<file path="config.mk">
export PLATFORM = sky130hd
export DESIGN_NAME = lsu_ram_master
export DESIGN_NICKNAME = d
export VERILOG_FILES = /design/src/rtl/lsu_ram_master.sv
export SDC_FILE = /design/constraint.sdc
export NUM_CORES = 1
export LEC_CHECK = 0
export CORE_AREA = 8 8 138 108
export DETAILED_ROUTE_END_ITERATION = 8
export DIE_AREA = 0 0 146 116
export PLACE_DENSITY = 0.89
export SYNTH_ARGS = -nofsm -noshare
export SYNTH_HDL_FRONTEND = slang
export SYNTH_SLANG_ARGS = --single-unit
export TNS_END_PERCENT = 1
</file>
<file path="constraint.sdc">
create_clock -name clk -period 3.57 [get_ports clk]
set_input_delay 0.714 -clock clk [delete_from_list [all_inputs] [get_ports clk]]
set_output_delay 0.714 -clock clk [all_outputs]
set_load 0.005 [all_outputs]
</file>
<file path="src/rtl/lsu_ram_master.sv">
// Load/store initiator for a word-wide RAM with a combinational read port.
// Handles lane extraction and extension for loads and read-modify-write for sub-word stores.
module lsu_ram_master #(
    parameter int MEM_WORDS = 4096
) (
    input  logic        clk,
    input  logic        rst,
    input  logic        req_valid_i,
    output logic        req_ready_o,
    input  logic        req_we_i,
    input  logic [1:0]  req_size_i,
    input  logic        req_unsigned_i,
    input  logic [31:0] req_addr_i,
    input  logic [31:0] req_wdata_i,
    output logic        rsp_valid_o,
    input  logic        rsp_ready_i,
    output logic [31:0] rsp_rdata_o,
    output logic        rsp_err_o,
    output logic        mem_we_o,
    output logic [31:0] mem_addr_o,
    output logic [31:0] mem_wdata_o,
    input  logic [31:0] mem_rdata_i
);

    typedef enum logic [1:0] {IDLE, RD, WR, RESP} state_t;

    state_t      state_reg, state_next;
    logic        we_reg, unsigned_reg, err_reg;
    logic [1:0]  size_reg, off_reg;
    logic [15:0] wdata_reg;
    logic [31:0] mem_addr_reg, mem_wdata_reg, rdata_reg;

    logic        accept, req_err;
    logic [31:0] load_lane, load_ext, store_pattern, merged_word;
    logic [3:0]  lane_mask;

    assign req_ready_o = (state_reg == IDLE) && rst;
    assign accept      = req_valid_i && req_ready_o;

    assign req_err = (req_size_i == 2'b11)
                  || ((req_size_i == 2'b01) && req_addr_i[0])
                  || ((req_size_i == 2'b10) && (req_addr_i[1:0] != 2'b00))
                  || ({2'b00, req_addr_i[31:2]} >= 32'(MEM_WORDS));

    always_ff @(posedge clk or negedge rst) begin
        if (!rst) begin
            state_reg <= IDLE;
        end else begin
            state_reg <= state_next;
        end
    end

    always_comb begin
        state_next = state_reg;
        case (state_reg)
            IDLE: begin
                if (accept) begin
                    if (req_err)
                        state_next = RESP;
                    else if (req_we_i && (req_size_i == 2'b10))
                        state_next = WR;
                    else
                        state_next = RD;
                end
            end
            RD:      state_next = we_reg ? WR : RESP;
            WR:      state_next = RESP;
            RESP:    state_next = rsp_ready_i ? IDLE : RESP;
            default: state_next = IDLE;
        endcase
    end

    // Little-endian lane select, then sign/zero extension by access size
    assign load_lane = mem_rdata_i >> {off_reg, 3'b000};

    always_comb begin
        load_ext = load_lane;
        case (size_reg)
            2'b00:   load_ext = {{24{~unsigned_reg & load_lane[7]}}, load_lane[7:0]};
            2'b01:   load_ext = {{16{~unsigned_reg & load_lane[15]}}, load_lane[15:0]};
            default: load_ext = load_lane;
        endcase
    end

    // Replicate store data across the word so each lane can pick its own byte
    assign store_pattern = (size_reg == 2'b00) ? {4{wdata_reg[7:0]}} : {2{wdata_reg[15:0]}};

    generate
        for (genvar gi = 0; gi < 4; gi++) begin : g_lane
            localparam logic [1:0] LANE = 2'(gi);
            assign lane_mask[gi] = (size_reg == 2'b00) ? (off_reg == LANE) : (off_reg[1] == LANE[1]);
            assign merged_word[8*gi +: 8] = lane_mask[gi] ? store_pattern[8*gi +: 8]
                                                          : mem_rdata_i[8*gi +: 8];
        end
    endgenerate

    always_ff @(posedge clk or negedge rst) begin
        if (!rst) begin
            we_reg        <= 1'b0;
            unsigned_reg  <= 1'b0;
            err_reg       <= 1'b0;
            size_reg      <= 2'b00;
            off_reg       <= 2'b00;
            wdata_reg     <= 16'h0000;
            mem_addr_reg  <= 32'h0;
            mem_wdata_reg <= 32'h0;
            rdata_reg     <= 32'h0;
        end else if (accept) begin
            we_reg       <= req_we_i;
            unsigned_reg <= req_unsigned_i;
            err_reg      <= req_err;
            size_reg     <= req_size_i;
            off_reg      <= req_addr_i[1:0];
            wdata_reg    <= req_wdata_i[15:0];
            mem_addr_reg <= {req_addr_i[31:2], 2'b00};
            rdata_reg    <= 32'h0;
            // Word stores skip the read, so their write data is ready at accept
            if (req_we_i && (req_size_i == 2'b10) && !req_err)
                mem_wdata_reg <= req_wdata_i;
        end else if (state_reg == RD) begin
            if (we_reg)
                mem_wdata_reg <= merged_word;
            else
                rdata_reg <= load_ext;
        end
    end

    // Write enable decodes straight from state so reset kills it immediately
    assign mem_we_o    = (state_reg == WR);
    assign mem_addr_o  = mem_addr_reg;
    assign mem_wdata_o = mem_wdata_reg;
    assign rsp_valid_o = (state_reg == RESP);
    assign rsp_rdata_o = rdata_reg;
    assign rsp_err_o   = err_reg;

endmodule

</file>
==> results.ini <==
[clock_network]
clkSlewWorstSetupHoldPaths_ps=60
clk_latency_ps=410
cts.repair.resized=0
ctsHoldBuffers=0
clk_path_buf_depth=2
clock_sinks=119
cts_max_level=4
cts_root_buffer=clkbuf_16
postCtsSetupBuffers=0
numCtsBuffers=17
cts_tree=built

[logic_synthesis]
synth_cells=667
yosysWarningCount=0
synthArstFlopShare_pct=100
synthFlopType=dfrtp_1
netlist-cell-type-count=52
yosysSeqAreaShare_pct=48.2
synth_most_common_cell=nand2_1
synth.area.top_cells=dfrtp_1 48%, nand2_1 13%, mux2i_1 4.9%, o21ai_0 4.5%, o211a_1 2.6%
synth_top_cell_by_area=dfrtp_1
syn_area_sq_um=6180
synth.top_cell.area_share_pct=48.2
avgSynthCellArea_sq_um=9.26
synth_edf_count=0
synth-seq-cells=119
synth_common_cells=209 x nand2_1, 119 x dfrtp_1, 55 x o21ai_0, 30 x mux2i_1, 26 x a21oi_1

[grt]
grt_pass1_vias=5835
grt_start_max_net_pins=68
grt_use_total_pct=25.1
grt_pass1_wl_mm=33.2
antenna_found_initial=0
gr-total-overflow=0

[critical_path]
cp_max_fo=16
endpoint_kind=flip-flop
required_ps=3920
critPathKind=input port to flip-flop
max_stage_delay_ps=490
cp_slowest_cell=clkdlybuf4s50_1
critPathLaunchType=input port
path_cells=clkdlybuf4s50_1, and4bb_2, buf_4, nand4_1, o21ai_0, o211a_1
crit_arrival_ps=3000
critical_path_buf_inv_count=2
crit_family=simple AND/OR/NAND/NOR gates

[sta]
skew_ps=7.68
setup_viol=0
relSlewSlack_pct=44.6
fmax_mhz=378
maxSlewViolCount=0
whs_ps=473
fin_tns_setup_ps=0
period_needed_ps=2640
finalCritPeriodShare_pct=74.1
worst_pin_slew_ps=830
hold_viol=0
rsz0062_at_grt=false

[run]
cap_violations=0

[power_and_ir_drop]
max-vdd-ir-drop_uv=486
p_per_area_nw_per_um2=833
finalPower_uw=7350
p_leak_uw=0.00393

[layout]
drive_gt1_share_pct=7.92
syn_to_final_growth_pct=42.9
register_area_sq_um=2980
fill_cells=991
nets=952
stdcell_area_sq_um=8830
fin_util_pct=69.5
diodes=0
multi_input_area_sq_um=2940

[placed_design]
dp_hpwl_mm=15.7
gp_congestion=0.880
port_buffers=201
placed_cell_area_sq_um=8250

[floorplan]
die_area_sq_um=16900
coreArea_sq_um=12700
ios=204
start_util_pct=48.7
row_count=36
dieWidth_um=146
die_height_um=116

[run_status]
outcome=complete, no violations

[drt]
wl_met1_mm=8.88
dr_total_vias=5947
routed_wl_mm=21.4
wl_per_cell_um=20.7
highest_layer=met4
routed_via_density=5.77
dr.first_iter.drc_count=581
wl_met2_mm=9.37
drtPass1Iterations=5
ant_nets=0
met3_length_mm=2.73
remaining_drc_errors=0

[min_path]
hp-class=flip-flop to flip-flop

==> path summary, 6_finish.rpt <==
kind | to | depth (start not counted) | startpoint | slack, ps
min in group asynchronous | mem_addr_o[9]$_DFFE_PN0P_ | 2 | rst | 530
max | mem_wdata_o[28]$_DFFE_PN0P_ | 6 | req_valid_i | 930
max reg2reg | mem_wdata_o[28]$_DFFE_PN0P_ | 5 | state_reg[1]$_DFFE_PN0P_ | 1120
min | mem_addr_o[17]$_DFFE_PN0P_ | 2 | mem_addr_o[17]$_DFFE_PN0P_ | 470
max in group asynchronous | mem_wdata_o[24]$_DFFE_PN0P_ | 3 | rst | 1810
min reg2reg | mem_addr_o[17]$_DFFE_PN0P_ | 2 | mem_addr_o[17]$_DFFE_PN0P_ | 470
==> cell type report <==
type	instances	area share, %
tap	171	2.42
sequential	119	33.7
clock inverter	9	1.13
timing repair buffer	215	23.9
clock buffer	21	5.44
multi-input combinational	495	33.3
==> cell usage in the layout, fill, tap and decap left out, types with 2 or more instances in the layout <==
cell / n
nor2_1: 24
o21ai_0: 55
a211o_1: 16
o32a_1: 16
conb_1: 2
a22o_1: 9
dfrtp_1: 119
o211a_1: 16
bufinv_16: 2
mux2i_1: 30
clkbuf_8: 4
clkbuf_16: 17
buf_4: 15
nand2_1: 208
nand3_1: 7
clkinv_2: 5
nand2b_1: 2
nor4_1: 4
clkdlybuf4s50_1: 200
o21ai_1: 2
nor3_1: 3
nand4_1: 2
mux2_2: 9
nor3b_2: 3
clkinvlp_4: 2
a21oi_1: 26
nor2b_1: 10
and3b_1: 2
or2_2: 2
a221o_1: 15
nand3b_1: 9
==> per-layer routing <==
layer / vias to the layer above / GRT usage (%)
met2: 357 / 37.5
met4: 0 / 8.83
met1: 2846 / 32.6
met5: - / 0
li1: 2714 / -
met3: 30 / 10.0
==> logic make-up after synthesis <==
group | count (synthesis) | synth area share [%]
buffers and inverters | 54 | 4.27
DFF | 119 | 48.2
other | 1 | 0.0607
and+or+nand+nor | 288 | 21.1
muxes | 40 | 6.86
AOI/OAI and AO/OA | 165 | 19.5
==> per-stage QoR <==
step | setup WS (ps) | std cells
final | 926 | 1030
after global routing | 739 | 1030
after CTS | 896 | 1030
after detailed placement | 475 | 1000
after global placement | 602 | 1000
after floorplan | 1490 | 668
==> where the power goes <==
| part | total, uW | switching [uW] | internal, uW |
|---|---|---|---|
| sequential | 2420 | 453 | 1970 |
| combinational | 3240 | 1430 | 1810 |
| clock | 1690 | 607 | 1090 |
==> worst register-to-register path, cell delays in order, from the launching register on <==
cell and delay [ps]:
dfrtp_1 490, and4bb_2 530, buf_4 270, nand4_1 490, o21ai_0 410, o211a_1 190
Power figures use the tool's default switching activity.
